$ cat src/rtl/ex_mem_stage.sv
// rtl/ex_mem_stage.sv - EX->MEM pipeline register with branch resolution and PC redirect
//
// Purpose:
//   Captures the ALU result, store data and control of the EX instruction into
//   the MEM-side register bundle. Resolves conditional branches from the ALU
//   flags (ALU computes rs1 - rs2) and drives a combinational PC redirect for
//   taken branches and jumps. Supports hold (stall_i) and bubble (flush_i).
//
// Optional feature:
//   BRANCH_STATS_EN - when defined, adds br_count_o / br_taken_o counters of
//   committed conditional branches and of those that were taken.
//
// Ports:
//   clk, rst                 clock, asynchronous active-high reset
//   stall_i, flush_i         hazard-unit hold / bubble requests
//   ex_valid_i               EX stage holds a real instruction
//   alu_result_i             ALU result
//   zero_i/neg_i/carry_i/ovf_i  ALU flags (carry_i = unsigned borrow)
//   store_data_i             forwarded rs2 value
//   rd_i, reg_write_i        destination register and its write enable
//   mem_write_i              store enable
//   result_src_i             00 ALU, 01 load, 10 PC+4
//   pc_plus4_i               PC+4 of the EX instruction
//   target_i                 branch/jump target
//   branch_i, jump_i         conditional branch / unconditional jump
//   funct3_i                 branch condition selector
//   redirect_o, redirect_pc_o   combinational PC redirect
//   mem_*_o                  registered MEM-side bundle
//   misalign_o               registered: taken target not word aligned
//   br_count_o, br_taken_o   branch statistics (BRANCH_STATS_EN only)

module ex_mem_stage #(
    parameter int XLEN   = 32,
    parameter int REG_AW = 5
) (
    input  logic              clk,
    input  logic              rst,
    input  logic              stall_i,
    input  logic              flush_i,
    input  logic              ex_valid_i,
    input  logic [XLEN-1:0]   alu_result_i,
    input  logic              zero_i,
    input  logic              neg_i,
    input  logic              carry_i,
    input  logic              ovf_i,
    input  logic [XLEN-1:0]   store_data_i,
    input  logic [REG_AW-1:0] rd_i,
    input  logic              reg_write_i,
    input  logic              mem_write_i,
    input  logic [1:0]        result_src_i,
    input  logic [XLEN-1:0]   pc_plus4_i,
    input  logic [XLEN-1:0]   target_i,
    input  logic              branch_i,
    input  logic              jump_i,
    input  logic [2:0]        funct3_i,
    output logic              redirect_o,
    output logic [XLEN-1:0]   redirect_pc_o,
    output logic              mem_valid_o,
    output logic [1:0]        mem_result_src_o,
    output logic [XLEN-1:0]   mem_alu_result_o,
    output logic [XLEN-1:0]   mem_store_data_o,
    output logic [REG_AW-1:0] mem_rd_o,
    output logic              mem_reg_write_o,
    output logic              mem_mem_write_o,
    output logic [XLEN-1:0]   mem_pc_plus4_o,
    output logic              misalign_o
`ifdef BRANCH_STATS_EN
    ,
    output logic [31:0]       br_count_o,
    output logic [31:0]       br_taken_o
`endif
);

    logic branch_cond;
    logic taken;
    logic load_en;

    // Flags come from rs1 - rs2: signed less-than is neg^ovf, unsigned
    // less-than is the borrow.
    always_comb begin
        branch_cond = 1'b0;
        case (funct3_i)
            3'b000:  branch_cond = zero_i;
            3'b001:  branch_cond = ~zero_i;
            3'b100:  branch_cond = neg_i ^ ovf_i;
            3'b101:  branch_cond = ~(neg_i ^ ovf_i);
            3'b110:  branch_cond = carry_i;
            3'b111:  branch_cond = ~carry_i;
            default: branch_cond = 1'b0;
        endcase
    end

    // A stalled or flushed instruction never redirects; jump wins over branch.
    assign load_en       = ~stall_i & ~flush_i;
    assign taken         = ex_valid_i & load_en & (jump_i | (branch_i & branch_cond));
    assign redirect_o    = taken;
    assign redirect_pc_o = target_i;

    always_ff @(posedge clk or posedge rst) begin
        if (rst) begin
            mem_valid_o      <= 1'b0;
            mem_result_src_o <= '0;
            mem_alu_result_o <= '0;
            mem_store_data_o <= '0;
            mem_rd_o         <= '0;
            mem_reg_write_o  <= 1'b0;
            mem_mem_write_o  <= 1'b0;
            mem_pc_plus4_o   <= '0;
            misalign_o       <= 1'b0;
        end else if (flush_i) begin
            // Bubble; flush wins over stall. Data fields cleared for tidiness.
            mem_valid_o      <= 1'b0;
            mem_result_src_o <= '0;
            mem_alu_result_o <= '0;
            mem_store_data_o <= '0;
            mem_rd_o         <= '0;
            mem_reg_write_o  <= 1'b0;
            mem_mem_write_o  <= 1'b0;
            mem_pc_plus4_o   <= '0;
            misalign_o       <= 1'b0;
        end else if (!stall_i) begin
            mem_valid_o      <= ex_valid_i;
            mem_result_src_o <= result_src_i;
            mem_alu_result_o <= alu_result_i;
            mem_store_data_o <= store_data_i;
            mem_rd_o         <= rd_i;
            // Write enables are qualified so an invalid slot can never write.
            mem_reg_write_o  <= ex_valid_i & reg_write_i;
            mem_mem_write_o  <= ex_valid_i & mem_write_i;
            mem_pc_plus4_o   <= pc_plus4_i;
            // Redirect still goes out; the trap is raised downstream.
            misalign_o       <= taken & (|target_i[1:0]);
        end
    end

`ifdef BRANCH_STATS_EN
    logic count_branch;

    // Only committed conditional branches count; branch+jump is a jump.
    assign count_branch = ex_valid_i & load_en & branch_i & ~jump_i;

    always_ff @(posedge clk or posedge rst) begin
        if (rst) begin
            br_count_o <= '0;
            br_taken_o <= '0;
        end else if (count_branch) begin
            br_count_o <= br_count_o + 32'd1;
            if (branch_cond) begin
                br_taken_o <= br_taken_o + 32'd1;
            end
        end
    end
`endif

endmodule
$ cat config.mk
export PLATFORM = sky130hd
export DESIGN_NAME = ex_mem_stage
export DESIGN_NICKNAME = d
export VERILOG_FILES = /design/src/rtl/ex_mem_stage.sv
export SDC_FILE = /design/constraint.sdc
export NUM_CORES = 1
export LEC_CHECK = 0
export BUFFER_PORTS_ARGS = -buffer_cell sky130_fd_sc_hd__buf_2
export CAP_MARGIN = 20
export CORE_AREA = 2 2 112 114
export CTS_BUF_LIST = sky130_fd_sc_hd__clkbuf_8
export CTS_CLUSTER_SIZE = 28
export DETAILED_ROUTE_END_ITERATION = 7
export DIE_AREA = 0 0 114 116
export PLACE_DENSITY_LB_ADDON = 0.08
export SYNTH_ARGS = -nofsm -noshare
export SYNTH_HDL_FRONTEND = slang
export SYNTH_SLANG_ARGS = --single-unit
$ cat constraint.sdc
create_clock -name clk -period 3.6 [get_ports clk]
set_input_delay 0.72 -clock clk [delete_from_list [all_inputs] [get_ports clk]]
set_output_delay 0.72 -clock clk [all_outputs]
set_load 0.01 [all_outputs]
==> qor.csv, run 1 <==
metric;value;unit
drc;0;
ys_seq_area_share;57.2;%
synth_nets;546;
ys.warnings.count;0;
startpoint_type;input port;
hold_ws;444;ps
critPathMaxStageDelay;350;ps
first_pass_iters;4;
fp.dieH;116;um
routedWlPerCell;15.3;um
cts_setup_buffers;0;
setup_viol;0;
dieArea;13200;um2
clockBufferDepth;2;
ios;291;
viasPerCell;4.68;
cts_root_buf;clkbuf_8;
critPathBufInv;2;
area_growth;24.9;%
dpl.cell_count;720;
cp_max_fo;47;
relSlewSlack;31.8;%
synth_top_cell_area_share;57.2;%
clock_skew;0;ps
tritoncts;done;
hold_viol_final;0;
fin_setup_tns;0;ps
synthCells;395;
rsz0062_at_grt;false;
crit_family;simple AND/OR/NAND/NOR gates;
path_clk_slew;90;ps
ys_types;25;
rrSetupSlack;2830;ps
grt_pass1_wl;16800;um
cts_sinks;107;
ctsResizeCount;0;
overflow;0;
yosys.area.top_type;dfrtp_1;
path_class;input port to primary output;
drt_iter0_drc;133;
fmax;423;MHz
drt-total-wl;11200;um
hp-class;input port to asynchronous set/reset pin;
p_leak;3.45;nW
arrival;1640;ps
outcome;finished clean;
tightest_slew;1020;ps
min_period;2360;ps
vdd_drop_max;218;uV
row_count;40;
worstPathRequired;2880;ps
gr-usage-all-layers;16.5;%
drive_above_1_share;42.6;%
core_region_area;11900;um2
cts_buffers;9;
synth_seq_cells;107;
grtUsageMet3;5.65;%
met2_usage;24.2;%
synth.top_cells.by_area;dfrtp_1, mux2i_1, nor2_1;
max_cap_violations;0;
vias;3445;
grt_use_met1;22.4;%
finalCritPeriodShare;65.7;%
final-max-slew-violation-count;0;
gr-max-usage-layer;met2;
crit_path_cell_trace;buf_6 > nor3b_2 > nand4_1 > nand2_1 > buf_2;
num_antenna_cells;0;
cp_slowest_cell;nor3b_2;
grt_max_degree;108;
routabilityCongestion;0.743;
final_cells;736;
final_nets;736;
hpwlAfterDp;7820;um
portBuffers;230;
grt_pass1_vias;3256;
syn_area_per_cell;11.9;um2
start_util;39.3;%
crit_path_end_kind;primary output;
die_x;114;um
cts_hold_buf;0;
antenna_found_initial;1;
final_util;49.1;%
clk_latency;360;ps
power_density;402;nW/um2
netlist_area;4680;um2
final_cell_area;5850;um2
cts_max_level;3;
ant_nets;0;
placed_area;5650;um2
stage by stage:
stage / setup WS, ps / power [mW]
after floorplan: 62.8 / 1.57
after global placement: 907 / 1.70
after detailed placement: 851 / 1.71
after CTS: 1200 / 2.39
after global routing: 1120 / 2.48
final: 1240 / 2.35
synthesized netlist by cell type (all sizes together):
library cell	number
o21a	2
inv	1
o21ba	1
buf	48
xnor3	1
nand2b	1
o221a	1
nor2b	2
nor2	106
mux2i	103
nand3b	1
o211ai	1
nor3b	1
o21ai	1
and2	1
nand4	2
a21oi	1
clkbuf	8
a22oi	2
dfrtp	107
nand2	4
kinds of logic after synthesis:
family                 after synthesis  synth area share [%]
AO/OA/AOI/OAI                        9                  1.47
XOR/XNOR                             1                 0.481
buffers and inverters               57                  8.79
flip-flops                         107                  57.2
multiplexers                       103                  22.0
AND/OR/NAND/NOR                    118                  10.0
path summary, 6_finish.rpt:
check | from | end | cells past startpoint
max | stall_i | redirect_o | 5
min | rst | mem_store_data_o[21] | 2
max reg2reg | mem_reg_write_o | mem_reg_write_o | 2
min reg2reg | mem_pc_plus4_o[7] | mem_pc_plus4_o[7] | 2
max in group asynchronous | rst | mem_store_data_o[31] | 3
min in group clk | mem_pc_plus4_o[7] | mem_pc_plus4_o[7] | 2
layout make-up:
class | count | area [um2]
sequential | 107 | 2680
tap | 147 | 184
timing repair buffer | 235 | 1220
clock buffer | 11 | 151
inverter | 1 | 6.26
fill | 1125 | 6060
multi-input combinational | 231 | 1590
clock inverter | 4 | 20.0
flip-flops by register name, indices dropped and copies added, names as in the netlist:
| register | count |
|---|---|
| mem_store_data_o | 32 |
| mem_alu_result_o | 32 |
| mem_result_src_o | 2 |
| mem_pc_plus4_o | 32 |
| misalign_o | 1 |
| mem_reg_write_o | 1 |
| mem_rd_o | 5 |
| mem_mem_write_o | 1 |
| mem_valid_o | 1 |
per-layer routing:
layer,part of all wire [%],up-vias
met5,0,-
met4,1.7,0
met3,9.9,12
met2,44,170
met1,44,1619
li1,-,1644
placed cells by master (no fill, tap or decap):
cell type  instances
buf_16             1
o211ai_1           1
clkinv_4           1
nand2b_1           1
mux2i_1          103
xnor3_1            1
and2_1             1
o221a_2            1
o21ba_2            1
dfrtp_1          107
nor2_1           106
nand3b_1           1
o21ai_0            1
a22oi_1            2
nand2_1            4
o21a_1             2
a21oi_1            1
buf_6              1
nand4_1            2
inv_1              3
clkbuf_8          11
buf_2            228
nor2b_1            2
inv_4              1
buf_4              5
nor3b_2            1
report_power, final:
part           internal (mW)  switching (mW)  total, mW  leakage (nW)
clock network          0.281           0.392      0.673        0.0992
registers               1.27          0.0357       1.30          1.42
logic                  0.175           0.200      0.375          1.93
No activity file was read; power rests on OpenSTA's default activity.
==> run 2: changes to the inputs <==
Clock period 3.6 ns to 2.2 ns, I/O delays scaled along.
==> run 2 against run 1 <==
Compared with the run above: core utilization grew 0.91 points; setup slack lost 810 ps; first-iteration DRC count increased by 36%; critical endpoint unchanged; clock-buffer cell count rose by 2; clock skew unchanged; register-to-register slack lost 1400 ps; clock power grew 110%; largest cell class unchanged.
==> qor.csv, run 2 (synthesis results as in run 1) <==
metric;value;unit
crit_path_end_kind;primary output;
fmax;562;MHz
min_period;1780;ps
finalPower;4.17;mW
ant_nets;0;
cp_num_cells;6;
start_util;39.3;%
cp_slowest_cell;xnor3_1;
max_cap_violations;0;
cp_max_fo;4;
cts_root_buf;clkbuf_8;
core_region_area;11900;um2
dp_slack;409;ps
die_x;114;um
ios;291;
routabilityCongestion;0.746;
worst_path_most_repeated_cell;buf_2;
clk_latency;370;ps
r2r_start;mem_reg_write_o;
tightest_slew;546;ps
p_leak;3.48;nW
n_fill_cell;1123;
overflow;0;
hold_path.startpoint;alu_result_i[21];
routedWlPerCell;15.0;um
critPathMaxStageDelay;390;ps
dieArea;13200;um2
final_util;50.0;%
hold_viol_final;0;
fp.dieH;116;um
first_pass_iters;4;
outcome;finished clean;
clockBufferDepth;2;
fin_setup_tns;0;ps
cts_buffers;9;
finalCritPeriodShare;80.8;%
vdd_drop_max;331;uV
cts_max_level;3;
final-max-slew-violation-count;0;
reg_top3;mem_alu_result_o (32), mem_pc_plus4_o (32), mem_store_data_o (32);
row_count;40;
num_antenna_cells;0;
rsz0062_at_grt;false;
drt_iter0_drc;181;
startpoint_type;input port;
cts_sinks;107;
clock_skew;0;ps
holdPathEnd;mem_alu_result_o[21];
grt_pass1_vias;3388;
setup_viol;0;
hp-class;input port to flip-flop;
final_cell_mix;buf_2, dfrtp_1, nor2_1;
power_density;700;nW/um2
seq_area;2680;um2
crit_path_cell_trace;buf_2 > xnor3_1 > nand3b_1 > nand4_1 > nand2_1 > buf_2;
arrival;1340;ps
antenna_found_initial;1;
critPathBufInv;2;
worstPathRequired;1760;ps
final_nets;736;
tritoncts;done;
rrSetupSlack;1460;ps
portBuffers;230;
vias;3449;
reg2regPathDepth;2;
min_path_cells;3;
area_growth;27.3;%
multiInputGateArea;1590;um2
drive_above_1_share;43.1;%
ctsResizeCount;0;
relSlewSlack;63.6;%
final_cells;737;
path_clk_slew;100;ps
mostFrequentLayoutCell;buf_2;
viasPerCell;4.68;
setup_slack;422;ps
r2r_end;mem_reg_write_o;
hpwlAfterDp;7720;um
drc;0;
dpl.cell_count;720;
gr-usage-all-layers;16.7;%
crit_family;XOR/XNOR gates;
path_class;input port to primary output;
drt-total-wl;11000;um
grt_pass1_wl;17200;um
grt_max_degree;108;
[run 2: changes by cell type in the layout (fill, tap and decap cells not counted)]
cell / previous run / this run
inv_4: 1 / 0
clkinvlp_4: 0 / 2
dlygate4sd3_1: 0 / 1
bufinv_16: 0 / 2
clkbuf_8: 11 / 13
buf_12: 0 / 4
buf_4: 5 / 1
clkinv_4: 1 / 0
inv_1: 3 / 0
buf_16: 1 / 0
[run 2: worst reg2reg max path: stages, from the launching register on]
cell and delay [ps]:
dfrtp_1 380, a22oi_1 180, nor2_1 50
[run 2: final cells by class]
cell class	count	share of cell area, %
Multi-Input combinational cell	231	26.7
Inverter	1	0.126
Clock inverter	3	1.13
Tap cell	147	3.09
Clock buffer	13	3.00
Sequential cell	107	44.9
Timing Repair Buffer	235	21.0
[run 2: repair_timing]
item / CTS / global route
endpoints found under the setup margin: 0 / 0
hold buffers: 1 / 0
setup buffers: 0 / 0
hold endpoints to repair: 7 / 0
[run 2: metal layers]
layer | GRT usage (%) | vias up | routed length, um
met3 | 6.22 | 19 | 1040
met4 | 7.48 | 2 | 208
li1 | - | 1647 | -
met5 | 0 | - | 13
met1 | 21.3 | 1623 | 4730
met2 | 25.4 | 158 | 5050
[run 2: worst max-delay path by stage]
stage	start	end	slack (ps)
2_1_floorplan	rst	mem_alu_result_o[0]	470
3_3_place_gp	funct3_i[0]	redirect_o	440
6_report	funct3_i[0]	redirect_o	420
4_1_cts	funct3_i[0]	redirect_o	410
5_1_grt	funct3_i[0]	redirect_o	340
3_5_place_dp	funct3_i[0]	redirect_o	410
[run 2: per-stage QoR]
| step | cell area, um2 | hold WS (ps) |
|---|---|---|
| 5_1_grt | 5960 | 289 |
| 4_1_cts | 5960 | 273 |
| 2_1_floorplan | 4690 | 555 |
| 3_3_place_gp | 5700 | 381 |
| 3_5_place_dp | 5700 | 385 |
| 6_report | 5960 | 303 |
[run 2: report_power, final]
group	total, mW	internal [mW]	switching, mW
combinational	0.620	0.290	0.330
clock	1.43	0.766	0.659
sequential	2.13	2.07	0.0535
==> run 3: changes to the inputs <==
Clock period 2.2 ns to 1.75 ns, I/O delays scaled along.
==> run 3 against run 2 <==
Compared with the run above: clock-buffer cell count fell by 1; register-to-register slack got worse by 460 ps; global-route usage up 0.37 points; die area stayed put; core utilization shrank 0.14 points; design area fell by 0.27%; critical path depth did not move; first-iteration DRC count shrank 5.0%; sequential power increased by 26%; via count increased by 0.67%; sequential share of layout area is 0.12 points higher; critical endpoint unchanged.
==> qor.csv, run 3 (synthesis results as in run 1) <==
metric;value;unit
outcome;finished clean;
gr-usage-all-layers;17.0;%
tightest_slew;469;ps
critPathBufInv;2;
multiInputGateArea;1590;um2
clock_skew;0;ps
arrival;1260;ps
cts_hold_buf;0;
antenna_found_initial;2;
mostFrequentLayoutCell;buf_2;
grt_pass1_wl;17400;um
drive_above_1_share;43.3;%
final_cell_mix;buf_2, dfrtp_1, nor2_1;
drc;0;
overflow;0;
hpwlAfterDp;8010;um
portBuffers;230;
relSlewSlack;68.7;%
vdd_drop_max;379;uV
placed_area;5730;um2
viasPerCell;4.70;
grt_pass1_vias;3498;
dpl.cell_count;722;
final_cell_area;5940;um2
setup_slack;145;ps
p_leak;3.48;nW
min_period;1610;ps
critPathMaxStageDelay;390;ps
cp_max_fo;4;
startpoint_type;input port;
rsz0062_at_grt;false;
seq_area;2680;um2
fmax;623;MHz
cts_setup_buffers;0;
row_count;40;
worstPathRequired;1400;ps
reg_top3;mem_alu_result_o (32), mem_pc_plus4_o (32), mem_store_data_o (32);
routabilityCongestion;0.723;
tritoncts;done;
routedWlPerCell;15.4;um
cts_root_buf;clkbuf_8;
power_density;855;nW/um2
cts_buffers;9;
worst_path_most_repeated_cell;buf_2;
dp_slack;139;ps
crit_path_end_kind;primary output;
crit_path_cell_trace;buf_2 > xnor3_1 > nand3b_1 > nand4_1 > nand2_1 > buf_2;
hp-class;input port to asynchronous set/reset pin;
dieArea;13200;um2
vias;3472;
core_region_area;11900;um2
ios;291;
cts_sinks;107;
final_nets;737;
max_cap_violations;0;
area_growth;26.9;%
crit_family;XOR/XNOR gates;
cts_max_level;3;
finalCritPeriodShare;91.7;%
fp.dieH;116;um
path_clk_slew;100;ps
fin_setup_tns;0;ps
clk_latency;380;ps
die_x;114;um
start_util;39.3;%
setup_viol;0;
hold_viol_final;0;
num_antenna_cells;0;
ant_nets;0;
finalPower;5.08;mW
n_fill_cell;1149;
clockBufferDepth;2;
cp_slowest_cell;xnor3_1;
final_cells;738;
ctsResizeCount;0;
path_class;input port to primary output;
first_pass_iters;4;
grt_max_degree;108;
drt-total-wl;11300;um
drt_iter0_drc;172;
final-max-slew-violation-count;0;
run 3: where the power goes:
group	total (mW)	switching [mW]	leakage (nW)	internal, mW
clock	1.62	0.843	0.108	0.775
combinational	0.782	0.413	1.95	0.370
sequential	2.68	0.0711	1.42	2.61
run 3: worst paths after layout:
kind | from | slack [ps] | cells past startpoint | to
max in group asynchronous | rst | 1420 | 3 | mem_alu_result_o[24]
min in group clk | alu_result_i[29] | 200 | 3 | mem_alu_result_o[29]
worst min-delay path | rst | 60 | 3 | mem_alu_result_o[27]
worst max-delay path | funct3_i[0] | 140 | 6 | redirect_o
worst min register to register | mem_alu_result_o[9] | 520 | 2 | mem_alu_result_o[9]
worst max register to register | mem_mem_write_o | 1000 | 2 | mem_mem_write_o
run 3: metal layers:
metal  up-vias  GRT usage, %  share of wire, %
met5         -             0              0.21
met4         4          7.89               2.1
met3        24          6.59               8.9
met2       155          26.5                46
met1      1640          21.0                42
li1       1649             -                 -
run 3: area by class of cell:
class | instances | share of cell area (%)
clock inverter | 4 | 0.800
multi-input combinational | 231 | 26.8
timing repair buffer | 236 | 21.3
tap | 147 | 3.10
inverter | 1 | 0.126
clock buffer | 12 | 2.78
sequential | 107 | 45.1
run 3: worst reg2reg max path, delay by kind of cell (launching register included):
family | cells | cell delay, ps
DFF | 1 | 390
and+or+nand+nor | 1 | 60
AOI/OAI and AO/OA | 1 | 180
run 3: stage by stage:
stage	hold slack (ps)	util (%)
after floorplan	503	-
after global placement	480	48.1
after detailed placement	488	48.1
after CTS	58.3	49.9
after global routing	71.7	49.9
final	56.0	49.9
